[config.mk]
export PLATFORM = sky130hd
export DESIGN_NAME = sram_a_arb
export DESIGN_NICKNAME = d
export VERILOG_FILES = /design/src/rtl/sram_a_arb.sv
export SDC_FILE = /design/constraint.sdc
export NUM_CORES = 1
export LEC_CHECK = 0
export ABC_CLOCK_PERIOD_IN_PS = 1220
export CORE_ASPECT_RATIO = 0.6
export CORE_UTILIZATION = 37
export DETAILED_ROUTE_END_ITERATION = 8
export PLACE_DENSITY = 0.78
export REMOVE_ABC_BUFFERS = 1
export SKIP_LAST_GASP = 1
export SLEW_MARGIN = 20
export SYNTH_ARGS = -nofsm -noshare
export SYNTH_HDL_FRONTEND = slang
export SYNTH_SLANG_ARGS = --single-unit
[constraint.sdc]
create_clock -name rpll_clk -period 1.22 [get_ports rpll_clk]
set_input_delay 0.244 -clock rpll_clk [delete_from_list [all_inputs] [get_ports rpll_clk]]
set_output_delay 0.244 -clock rpll_clk [all_outputs]
set_load 0.01 [all_outputs]
[src/rtl/sram_a_arb.sv]
// sram_a_arb: two-port arbiter and sequencer in front of the sram_A activation buffer.
// Port 0 is the host loader, port 1 the compute engine. All SRAM controls are registered
// and read data comes back tagged with the owning port after a fixed latency.
// Build option: define SRAM_A_ARB_RR_EN for round-robin arbitration; when it is left
// undefined, port 0 has fixed priority and no arbitration state is kept.
module sram_a_arb #(
  parameter int unsigned AW     = 10,
  parameter int unsigned DW     = 8,
  parameter int unsigned RD_LAT = 1
) (
  input  logic          rpll_clk,
  input  logic          rst,
  // port 0: host loader
  input  logic          p0_req,
  input  logic          p0_we,
  input  logic [AW-1:0] p0_addr,
  input  logic [DW-1:0] p0_wdata,
  output logic          p0_gnt,
  output logic          p0_rvalid,
  output logic [DW-1:0] p0_rdata,
  // port 1: compute engine
  input  logic          p1_req,
  input  logic          p1_we,
  input  logic [AW-1:0] p1_addr,
  input  logic [DW-1:0] p1_wdata,
  output logic          p1_gnt,
  output logic          p1_rvalid,
  output logic [DW-1:0] p1_rdata,
  // sram_A port
  output logic          sram_A_we,
  output logic [AW-1:0] sram_A_addr,
  output logic [DW-1:0] sram_A_din,
  input  logic [DW-1:0] sram_A_dout
);

  logic          w_gnt0;
  logic          w_gnt1;
  logic          w_any_gnt;
  logic          w_sel_we;
  logic [AW-1:0] w_sel_addr;
  logic [DW-1:0] w_sel_wdata;
  logic          w_rd_push;

  logic          r_we;
  logic [AW-1:0] r_addr;
  logic [DW-1:0] r_din;

  // Read tag pipeline: stage 0 lines up with the registered SRAM address, the tail with
  // the SRAM read data.
  logic [RD_LAT:0] r_rd_vld;
  logic [RD_LAT:0] r_rd_port;

`ifdef SRAM_A_ARB_RR_EN
  // 1 = port 1 was granted last; reset value lets port 0 win the first contention.
  logic r_last;

  // Round-robin grant: a lone requester wins, on contention the port not granted last wins.
  always_comb begin
    w_gnt0 = 1'b0;
    w_gnt1 = 1'b0;
    if (!rst) begin
      if (p0_req && p1_req) begin
        w_gnt0 = r_last;
        w_gnt1 = ~r_last;
      end else begin
        w_gnt0 = p0_req;
        w_gnt1 = p1_req;
      end
    end
  end

  // Track the last granted port; untouched in idle cycles.
  always_ff @(posedge rpll_clk or posedge rst) begin
    if (rst) begin
      r_last <= 1'b1;
    end else if (w_gnt0) begin
      r_last <= 1'b0;
    end else if (w_gnt1) begin
      r_last <= 1'b1;
    end
  end
`else
  // Fixed-priority grant: port 1 only when port 0 is not requesting.
  always_comb begin
    w_gnt0 = 1'b0;
    w_gnt1 = 1'b0;
    if (!rst) begin
      w_gnt0 = p0_req;
      w_gnt1 = p1_req & ~p0_req;
    end
  end
`endif

  // Select the fields of the granted port; a read grant pushes a tag into the pipeline.
  always_comb begin
    w_any_gnt   = w_gnt0 | w_gnt1;
    w_sel_we    = w_gnt1 ? p1_we    : p0_we;
    w_sel_addr  = w_gnt1 ? p1_addr  : p0_addr;
    w_sel_wdata = w_gnt1 ? p1_wdata : p0_wdata;
    w_rd_push   = w_any_gnt & ~w_sel_we;
  end

  // SRAM control registers: load on grant, otherwise drop we and hold address/data.
  always_ff @(posedge rpll_clk or posedge rst) begin
    if (rst) begin
      r_we   <= 1'b0;
      r_addr <= '0;
      r_din  <= '0;
    end else if (w_any_gnt) begin
      r_we   <= w_sel_we;
      r_addr <= w_sel_addr;
      r_din  <= w_sel_wdata;
    end else begin
      r_we   <= 1'b0;
    end
  end

  // Shift read tags towards the tail; reset discards everything in flight.
  always_ff @(posedge rpll_clk or posedge rst) begin
    if (rst) begin
      r_rd_vld  <= '0;
      r_rd_port <= '0;
    end else begin
      r_rd_vld  <= {r_rd_vld[RD_LAT-1:0], w_rd_push};
      r_rd_port <= {r_rd_port[RD_LAT-1:0], w_gnt1};
    end
  end

  // Drive grants, SRAM controls and per-port read returns.
  always_comb begin
    p0_gnt      = w_gnt0;
    p1_gnt      = w_gnt1;
    sram_A_we   = r_we;
    sram_A_addr = r_addr;
    sram_A_din  = r_din;
    p0_rvalid   = r_rd_vld[RD_LAT] & ~r_rd_port[RD_LAT];
    p1_rvalid   = r_rd_vld[RD_LAT] &  r_rd_port[RD_LAT];
    p0_rdata    = sram_A_dout;
    p1_rdata    = sram_A_dout;
  end

endmodule

* After elaboration in Yosys (flattened, before gate mapping)
Cells that the tools add are included.
** Storage, ports and cells
- Output and inout bits :: 39
- Bits of input ports :: 50
- Word-level logic and storage cells :: 19
- Bits in registers :: 23
** Operators by class
- Mux-type cells :: 6
- Bitwise operators :: 8
** Operator list (count)
- $mux 10 :: 1
- $mux 8 :: 1
- $and 1x1->1 :: 4
- $mux 1 :: 4
- $not 1->1 :: 3
- $or 1x1->1 :: 1

* Logic depth before layout (Yosys ltp)
Gate-level depths: netlist of the first run.
- Depth in word-level cells :: 6
- Mapped depth :: 4
- Mapped depth without buffers :: 3

* Worst setup path before layout of the first run
No wires, ideal clock.
- Path kind :: input port to flip-flop
- Start :: input port rst
- End :: register r_addr[0], in the netlist sram_A_addr[0]
- Stages :: 4
- Library setup time :: 0.080 ns
- Path buffers :: 1
- Data required time :: 1.140 ns
- Data arrival time :: 0.980 ns
- Path slack :: 0.160 ns
- Cells stage by stage :: inv_2 -> buf_2 -> nor2_1 -> nor3_2
** Between the ends
- Word-level cells in the longest chain between the ends :: 2
- Elaborated cells between the ends (all ways) :: 4
- Classes of those cells :: mux: 3; bitwise: 1
** RTL lines
- start, declared :: RTL line 12 : input logic rst,
- $mux 1 :: RTL line 87 : if (!rst) begin
- $mux 10 or $or 1x1->1 (tied branches) :: RTL line 98, 96
- end signal, assigned :: RTL line 111 : r_addr <= w_sel_addr;
- end, declared :: RTL line 45 : logic [AW-1:0] r_addr;
Several ways; a longest one is shown, not always the timed one.
A chain may end at the register's enable or synchronous reset.

* Final worst setup path of the first run
- Start :: register r_din[7], in the netlist sram_A_din[7]
- End :: output port sram_A_din[7]
** RTL lines
- start, declared :: RTL line 46 : logic [DW-1:0] r_din;
- start signal, assigned :: RTL line 112 : r_din <= w_sel_wdata;
- end, declared :: RTL line 32 : output logic [DW-1:0] sram_A_din,
No word-level cell between the ends.

==> flow_summary.json, run 1 <==
{
  "status": "complete, no violations",
  "rows": 16,
  "cp_data_arrival_time_ns": 0.94,
  "drive_gt1_frac": 0.3835,
  "hold_viol": 0,
  "power_leakage_uw": 0.0008914,
  "finalSetupViolCount": 0,
  "wl_per_cell_um": 15.54,
  "yosys.area.top_type": "dfrtp_1",
  "period_share": 0.9722,
  "netlist_area_um2": 1368,
  "synth_cells": 136,
  "grt_pass1_wl_mm": 6.285,
  "slew_headroom": 0.8274,
  "max_freq_mhz": 843.1,
  "clockRootBuffer": "clkbuf_8",
  "initial_core_util": 0.4042,
  "nets": 257,
  "syn_avg_cell_area_um2": 10.06,
  "critPathMaxStageDelay_ns": 0.39,
  "num_vias": 1246,
  "clkLatencyLatePin_ns": 0.26,
  "clkSlewWorstSetupHoldPaths_ns": 0.08,
  "rsz0062_at_grt": "yes",
  "ys_types": 20,
  "critPathRequiredTime_ns": 0.98,
  "top_usage_layer": "met2",
  "grt_start_max_net_pins": 24,
  "synthArstFlopShare": 1.000,
  "synth_seq_cells": 23,
  "grt_overflow": 0,
  "numCtsBuffers": 3,
  "ctsLongestPathBuffers": 2,
  "tightest_slew_ns": 0.2570,
  "place.gp.congestion": 0.7946,
  "drtIter0Drc": 83,
  "vdd_drop_max_v": 0.0004651,
  "dp.cells": 233,
  "ys_warn_count": 0,
  "critPathTopFamily": "flip-flops",
  "htree_levels": 1,
  "min_path_type": "in2async",
  "die_h_um": 49.09,
  "period_needed_ns": 1.186,
  "p_total_uw": 2124,
  "postRouteAntennaNets": 0,
  "areaGrowthSynthToFinish_pct": 56.63,
  "cpMaxStageDelayCell": "dfrtp_1",
  "io_pins": 89,
  "synth.most_common_cell": "nor3_1",
  "finalNonFillerCells": 251,
  "path_buf_inv": 1,
  "ys_top_cells_by_count": "27 x nor3_1, 23 x dfrtp_1, 20 x buf_4",
  "synth_ff_type": "dfrtp_1",
  "grt_pass1_vias": 1269,
  "synth_edf_count": 0,
  "yosys.area.top_type_share": 0.4209,
  "cts_sinks": 23,
  "crit_chain": "dlygate4sd2_1",
  "start_kind": "register",
  "seq_area_frac_synth": 0.4209,
  "cts_tree": "built",
  "met1_usage": 0.2712,
  "vias_per_cell": 4.964,
  "grtUsageMet3": 0.08785,
  "dpl.hpwl_mm": 2.894,
  "grt.total_usage": 0.2119,
  "worstPathMaxFanout": 2,
  "use_met2": 0.3305,
  "drv_slew": 0,
  "diodes": 0,
  "critPathKind": "reg2out",
  "coreArea_um2": 3383,
  "r2r_slack_ns": 0.26,
  "die_w_um": 80.49,
  "end_kind": "output port",
  "drt_pass1_iterations": 4,
  "drt-total-wl_mm": 3.900,
  "p_per_area_nw_per_um2": 991.6,
  "maxCapViolCount": 0,
  "io_buffer_count": 64,
  "fp.dieArea_um2": 3951,
  "antenna_found_initial": 0,
  "synth.area.top_cells": "dfrtp_1 42%, nor3_2 13%, buf_4 11%",
  "drc": 0,
  "skew_ns": 0.0004127
}
what timing repair did:
item | in CTS | in global routing
pin swaps | 1 | 1
resized for setup | 43 | 10
cloned | 1 | 0
buffers inserted | 4 | 9
hold buffers | 0 | 0
setup endpoints to repair | 42 | 31
power breakdown:
| group | total [uW] | internal, uW | leakage [uW] | switching [uW] |
|---|---|---|---|---|
| logic | 753 | 439 | 0.000601 | 315 |
| registers | 908 | 853 | 0.000267 | 55.5 |
| clock network | 462 | 233 | 0.0000228 | 230 |
layout make-up:
| class | count | area (um2) |
|---|---|---|
| fill | 278 | 1241 |
| timing repair buffer | 91 | 830.8 |
| multi-input combinational | 85 | 623.1 |
| sequential | 23 | 575.6 |
| tap | 45 | 56.30 |
| clock buffer | 4 | 45.04 |
| inverter | 3 | 11.26 |
placed cells by master, fill, tap and decap left out, drive strengths merged:
cell	count
a21oi	1
and2	2
buf	30
clkbuf	4
clkdlybuf4s15	8
clkdlybuf4s50	38
dfrtp	23
dlygate4sd2	14
dlymetal6s2s	1
inv	3
nand2	1
nand2b	2
nand3	1
nor2	19
nor2b	1
nor3	45
o21ba	1
o22ai	10
or2	2
path summary, 6_finish.rpt:
check / to / startpoint / cells past startpoint
max in group asynchronous: sram_A_addr[8] / rst / 5
min in group rpll_clk: r_rd_vld[1] / r_rd_vld[0] / 0
min: sram_A_addr[1] / rst / 4
min reg2reg: r_rd_vld[1] / r_rd_vld[0] / 0
max: sram_A_din[7] / sram_A_din[7] / 1
max reg2reg: sram_A_addr[3] / sram_A_addr[3] / 4
cells by family after synthesis:
logic type | synth area share
buffers and inverters | 0.1482
and+or+nand+nor | 0.3330
DFF | 0.4209
AOI/OAI and AO/OA | 0.09790
layer usage:
layer | share of wire | vias to the layer above
li1 | - | 596
met1 | 0.45 | 584
met2 | 0.45 | 61
met3 | 0.096 | 5
met4 | 0.0092 | 0
met5 | 0 | -
sequential cells by signal, summed over array words and instances (netlist names):
register	count
sram_A_addr	10
sram_A_din	8
r_rd_port	2
sram_A_we	1
r_rd_vld	2
through the flow:
| step | setup TNS [ns] | worst slack [ns] | cell area, um2 | hold WS [ns] | util |
|---|---|---|---|---|---|
| 6_report | 0 | 0.03396 | 2142 | 0.3276 | 0.6331 |
| 5_1_grt | -0.007598 | -0.003835 | 2142 | 0.3319 | 0.6331 |
| 4_1_cts | -0.2044 | -0.2044 | 2062 | 0.3088 | 0.6095 |
| 3_5_place_dp | -9.946 | -0.5622 | 1991 | 0.3381 | 0.5884 |
| 3_3_place_gp | -9.371 | -0.5642 | 1991 | 0.3335 | 0.5884 |
| 2_1_floorplan | 0 | 0.1015 | 1176 | 0.1591 | - |
Power figures use the tool's default switching activity.
==> run 2: changes to the inputs <==
- RECOVER_POWER: default -> 100
==> flow_summary.json, run 2 (synthesized netlist as in run 1, its figures left out) <==
{
  "status": "complete, no violations",
  "num_vias": 1256,
  "cts_sinks": 23,
  "vias_per_cell": 5.004,
  "wl_per_cell_um": 15.60,
  "htree_levels": 1,
  "dp.cells": 233,
  "tightest_slew_ns": 0.4303,
  "grt_pass1_vias": 1269,
  "ctsLongestPathBuffers": 2,
  "rsz0062_at_grt": "yes",
  "dpl.hpwl_mm": 2.894,
  "end_kind": "register",
  "fp.dieArea_um2": 3951,
  "cp_data_arrival_time_ns": 1.35,
  "io_pins": 89,
  "postRouteAntennaNets": 0,
  "mostFrequentLayoutCells": "38 x clkdlybuf4s50_1, 27 x nor3_1, 23 x dfrtp_1",
  "multi_input_area_um2": 589.3,
  "initial_core_util": 0.4042,
  "critPathRequiredTime_ns": 1.38,
  "drtIter0Drc": 72,
  "critPathKind": "in2reg",
  "drive_gt1_frac": 0.3301,
  "p_per_area_nw_per_um2": 1001,
  "grt.total_usage": 0.2119,
  "largest_register_ffs": 10,
  "grt_start_max_net_pins": 24,
  "slew_headroom": 0.7132,
  "die_w_um": 80.49,
  "maxCapViolCount": 0,
  "worstPathMaxFanout": 5,
  "drt_pass1_iterations": 4,
  "regArea_um2": 575.6,
  "clockRootBuffer": "clkbuf_8",
  "place.gp.congestion": 0.7946,
  "die_h_um": 49.09,
  "whs_ns": 0.3467,
  "drc": 0,
  "r2r_slack_ns": 0.23,
  "start_kind": "input port",
  "power_leakage_uw": 0.0008792,
  "nets": 257,
  "skew_ns": 0.002464,
  "clkLatencyLatePin_ns": 0.26,
  "fillers": 287,
  "drv_slew": 0,
  "period_share": 0.9791,
  "final_common_cell": "clkdlybuf4s50_1",
  "max_freq_mhz": 837.2,
  "period_needed_ns": 1.195,
  "numCtsBuffers": 3,
  "drt-total-wl_mm": 3.916,
  "io_buffer_count": 64,
  "hold_viol": 0,
  "grt_overflow": 0,
  "rows": 16,
  "diodes": 0,
  "min_path_type": "in2async",
  "areaGrowthSynthToFinish_pct": 53.43,
  "finalSetupViolCount": 0,
  "vdd_drop_max_v": 0.0004627,
  "grt_pass1_wl_mm": 6.285,
  "coreArea_um2": 3383,
  "finalNonFillerCells": 251,
  "antenna_found_initial": 0,
  "cts_tree": "built",
  "clkSlewWorstSetupHoldPaths_ns": 0.08
}
[run 2: path summary, 6_finish.rpt]
path,from,to,cells past startpoint
max in group asynchronous,rst,sram_A_addr[8],5
worst min register to register,r_rd_vld[0],r_rd_vld[1],0
worst min-delay path,rst,sram_A_addr[1],4
worst max register to register,sram_A_addr[3],sram_A_addr[3],4
worst max-delay path,p0_req,sram_A_addr[3],6
min in group rpll_clk,r_rd_vld[0],r_rd_vld[1],0
[run 2: final cells by class]
class,count,area share
Clock buffer,4,0.02147
Inverter,3,0.005367
Multi-Input combinational cell,85,0.2809
Sequential cell,23,0.2743
Tap cell,45,0.02683
Timing Repair Buffer,91,0.3912
[run 2: timing repair]
| action | CTS | global route |
|---|---|---|
| buffers inserted | 4 | 9 |
| gates resized for setup | 43 | 10 |
| hold buffers | 0 | 0 |
| gates cloned | 1 | 0 |
| setup endpoints to repair | 42 | 31 |
| pin swaps | 1 | 1 |
[run 2: critical path, cell delays in order]
cell	delay, ns
dlygate4sd2_1	0.26
buf_6	0.13
buf_4	0.15
or2_1	0.29
o22ai_1	0.21
nor3_2	0.06
[run 2: report_power, final]
group          switching (uW)  internal [uW]  total (uW)
clock network             231            233         464
registers                55.0            853         908
logic                     306            424         730
total                     592           1510        2100
[run 2: stage by stage]
| step | worst slack [ns] | power (uW) | util | setup TNS (ns) | area, um2 |
|---|---|---|---|---|---|
| 2_1_floorplan | 0.1015 | 1197 | - | 0 | 1176 |
| 3_3_place_gp | -0.5642 | 1613 | 0.5884 | -9.371 | 1991 |
| 3_5_place_dp | -0.5622 | 1635 | 0.5884 | -9.946 | 1991 |
| 4_1_cts | -0.2044 | 2083 | 0.6095 | -0.2044 | 2062 |
| 5_1_grt | -0.003835 | 2221 | 0.6202 | -0.009215 | 2098 |
| 6_report | 0.02549 | 2101 | 0.6202 | 0 | 2098 |
[run 2: routing by layer]
metal	vias up	routed length [um]	GRT usage
li1	598	-	-
met1	590	1727	0.2712
met2	63	1737	0.3305
met3	5	414	0.08785
met4	0	36	0.05357
met5	-	0	0
==> run 3: changes to the inputs <==
==> constraint.sdc (replaced) <==
create_clock -name rpll_clk -period 1.22 [get_ports rpll_clk]
set_input_delay 0.122 -clock rpll_clk [delete_from_list [all_inputs] [get_ports rpll_clk]]
set_output_delay 0.122 -clock rpll_clk [all_outputs]
set_load 0.01 [all_outputs]
==> flow_summary.json, run 3 (synthesized netlist as in run 1, its figures left out) <==
{
  "status": "complete, no violations",
  "vias_per_cell": 5.058,
  "hold_viol": 0,
  "min_path_type": "in2out",
  "setup_slack_ns": 0.05255,
  "numCtsBuffers": 3,
  "grt_overflow": 0,
  "ctsLongestPathBuffers": 2,
  "critPathRequiredTime_ns": 1.10,
  "p_per_area_nw_per_um2": 1009,
  "critPathKind": "in2out",
  "drive_gt1_frac": 0.2872,
  "vdd_drop_max_v": 0.0005168,
  "grt_pass1_vias": 1237,
  "areaGrowthSynthToFinish_pct": 45.65,
  "grt_start_max_net_pins": 21,
  "drv_slew": 0,
  "power_leakage_uw": 0.0008078,
  "finalSetupViolCount": 0,
  "htree_levels": 1,
  "coreArea_um2": 3383,
  "postRouteAntennaNets": 0,
  "io_buffer_count": 64,
  "clockPowerShare": 0.234,
  "nets": 246,
  "drtIter0Drc": 38,
  "io_pins": 89,
  "num_vias": 1214,
  "initial_core_util": 0.4042,
  "clockRootBuffer": "clkbuf_8",
  "cp_data_arrival_time_ns": 1.05,
  "fp.dieArea_um2": 3951,
  "wl_per_cell_um": 14.97,
  "max_freq_mhz": 856.6,
  "slew_headroom": 0.7133,
  "mostFrequentLayoutCells": "40 x clkdlybuf4s50_1, 27 x nor3_1, 23 x dfrtp_1",
  "skew_ns": 0.0006382,
  "antenna_found_initial": 0,
  "p_int_uw": 1437,
  "die_h_um": 49.09,
  "p_seq_frac": 0.457,
  "largest_register_ffs": 10,
  "drc": 0,
  "diodes": 0,
  "place.gp.congestion": 0.8145,
  "period_needed_ns": 1.167,
  "end_kind": "output port",
  "drt_pass1_iterations": 4,
  "drt-total-wl_mm": 3.593,
  "tightest_slew_ns": 0.4301,
  "rsz0062_at_grt": "no",
  "clkLatencyLatePin_ns": 0.26,
  "hp-start": "sram_A_dout[0]",
  "swShare": 0.2850,
  "final_common_cell": "clkdlybuf4s50_1",
  "cts_tree": "built",
  "dpl.hpwl_mm": 2.758,
  "rr_startpoint": "sram_A_din[4]",
  "grt_pass1_wl_mm": 5.906,
  "maxCapViolCount": 0,
  "start_kind": "input port",
  "fillers": 296,
  "grt.total_usage": 0.1960,
  "cp-startpoint": "p0_req",
  "worstPathMaxFanout": 2,
  "die_w_um": 80.49,
  "rows": 16,
  "pwr-share-comb": 0.309,
  "dp_worst_setup_slack_ns": -0.3742,
  "whs_ns": 0.2441,
  "p_sw_uw": 572.8,
  "cts_sinks": 23,
  "period_share": 0.9569
}
## run 3: cell count changes in the layout (fill, tap and decap cells not counted), sizes merged
cell | previous run | this run
or2 | 2 | 1
dlygate4sd2 | 16 | 21
dlymetal6s2s | 1 | 0
buf | 24 | 9
clkbuf | 10 | 14
clkdlybuf4s50 | 38 | 40
clkdlybuf4s15 | 6 | 1
## run 3: path summary, 6_finish.rpt
path / endpoint / slack (ns) / cells past startpoint
worst min-delay path: p1_rdata[0] / 0.24 / 0
worst max-delay path: p1_gnt / 0.05 / 4
worst min register to register: r_rd_vld[1] / 0.35 / 0
min in group asynchronous: sram_A_din[6] / 0.25 / 3
worst max register to register: sram_A_din[4] / 0.35 / 3
max in group asynchronous: sram_A_addr[8] / 0.30 / 4
## run 3: routing by layer
layer  GRT usage  wire length (um)  part of all wire
met1      0.2589              1672              0.47
met3     0.08598               342             0.095
met2      0.3037              1567              0.44
met5           0                 0                 0
met4     0.02679                10            0.0028
## run 3: power by group through the flow
| stage | Combinational [uW] | Clock (uW) | Sequential, uW |
|---|---|---|---|
| final | 621 | 470 | 918 |
| after global routing | 671 | 514 | 932 |
| after CTS | 643 | 489 | 921 |
| after detailed placement | 689 | 0 | 942 |
| after global placement | 674 | 0 | 938 |
| after floorplan | 223 | 0 | 974 |
## run 3: critical path, stage by stage
cell and delay (ns):
clkdlybuf4s50_1 0.42, nand2b_1 0.19, nor2_2 0.15, clkbuf_2 0.16
## run 3: metrics by stage
step / TNS [ns] / power (uW) / util / area, um2 / std cells
2_1_floorplan: 0 / 1197 / - / 1176 / 110
3_3_place_gp: -5.523 / 1612 / 0.5928 / 2006 / 235
3_5_place_dp: -5.849 / 1631 / 0.5928 / 2006 / 235
4_1_cts: -0.06707 / 2053 / 0.6032 / 2041 / 240
5_1_grt: 0 / 2117 / 0.5888 / 1992 / 240
6_report: 0 / 2009 / 0.5888 / 1992 / 240
## run 3: area by class of cell
| cell class | count | area [um2] | share of cell area |
|---|---|---|---|
| timing repair buffer | 81 | 733.2 | 0.3681 |
| sequential | 23 | 575.6 | 0.2889 |
| multi-input combinational | 84 | 570.5 | 0.2864 |
| tap | 45 | 56.30 | 0.02827 |
| clock buffer | 4 | 45.04 | 0.02261 |
| inverter | 3 | 11.26 | 0.005653 |
## run 3: timing repair
item / 4_1_cts / 5_1_grt
buffers inserted: 1 / 0
gates resized for setup: 27 / 5
hold buffers: 0 / 0
endpoints found under the hold margin: 0 / 0
setup endpoints to repair: 32 / 3
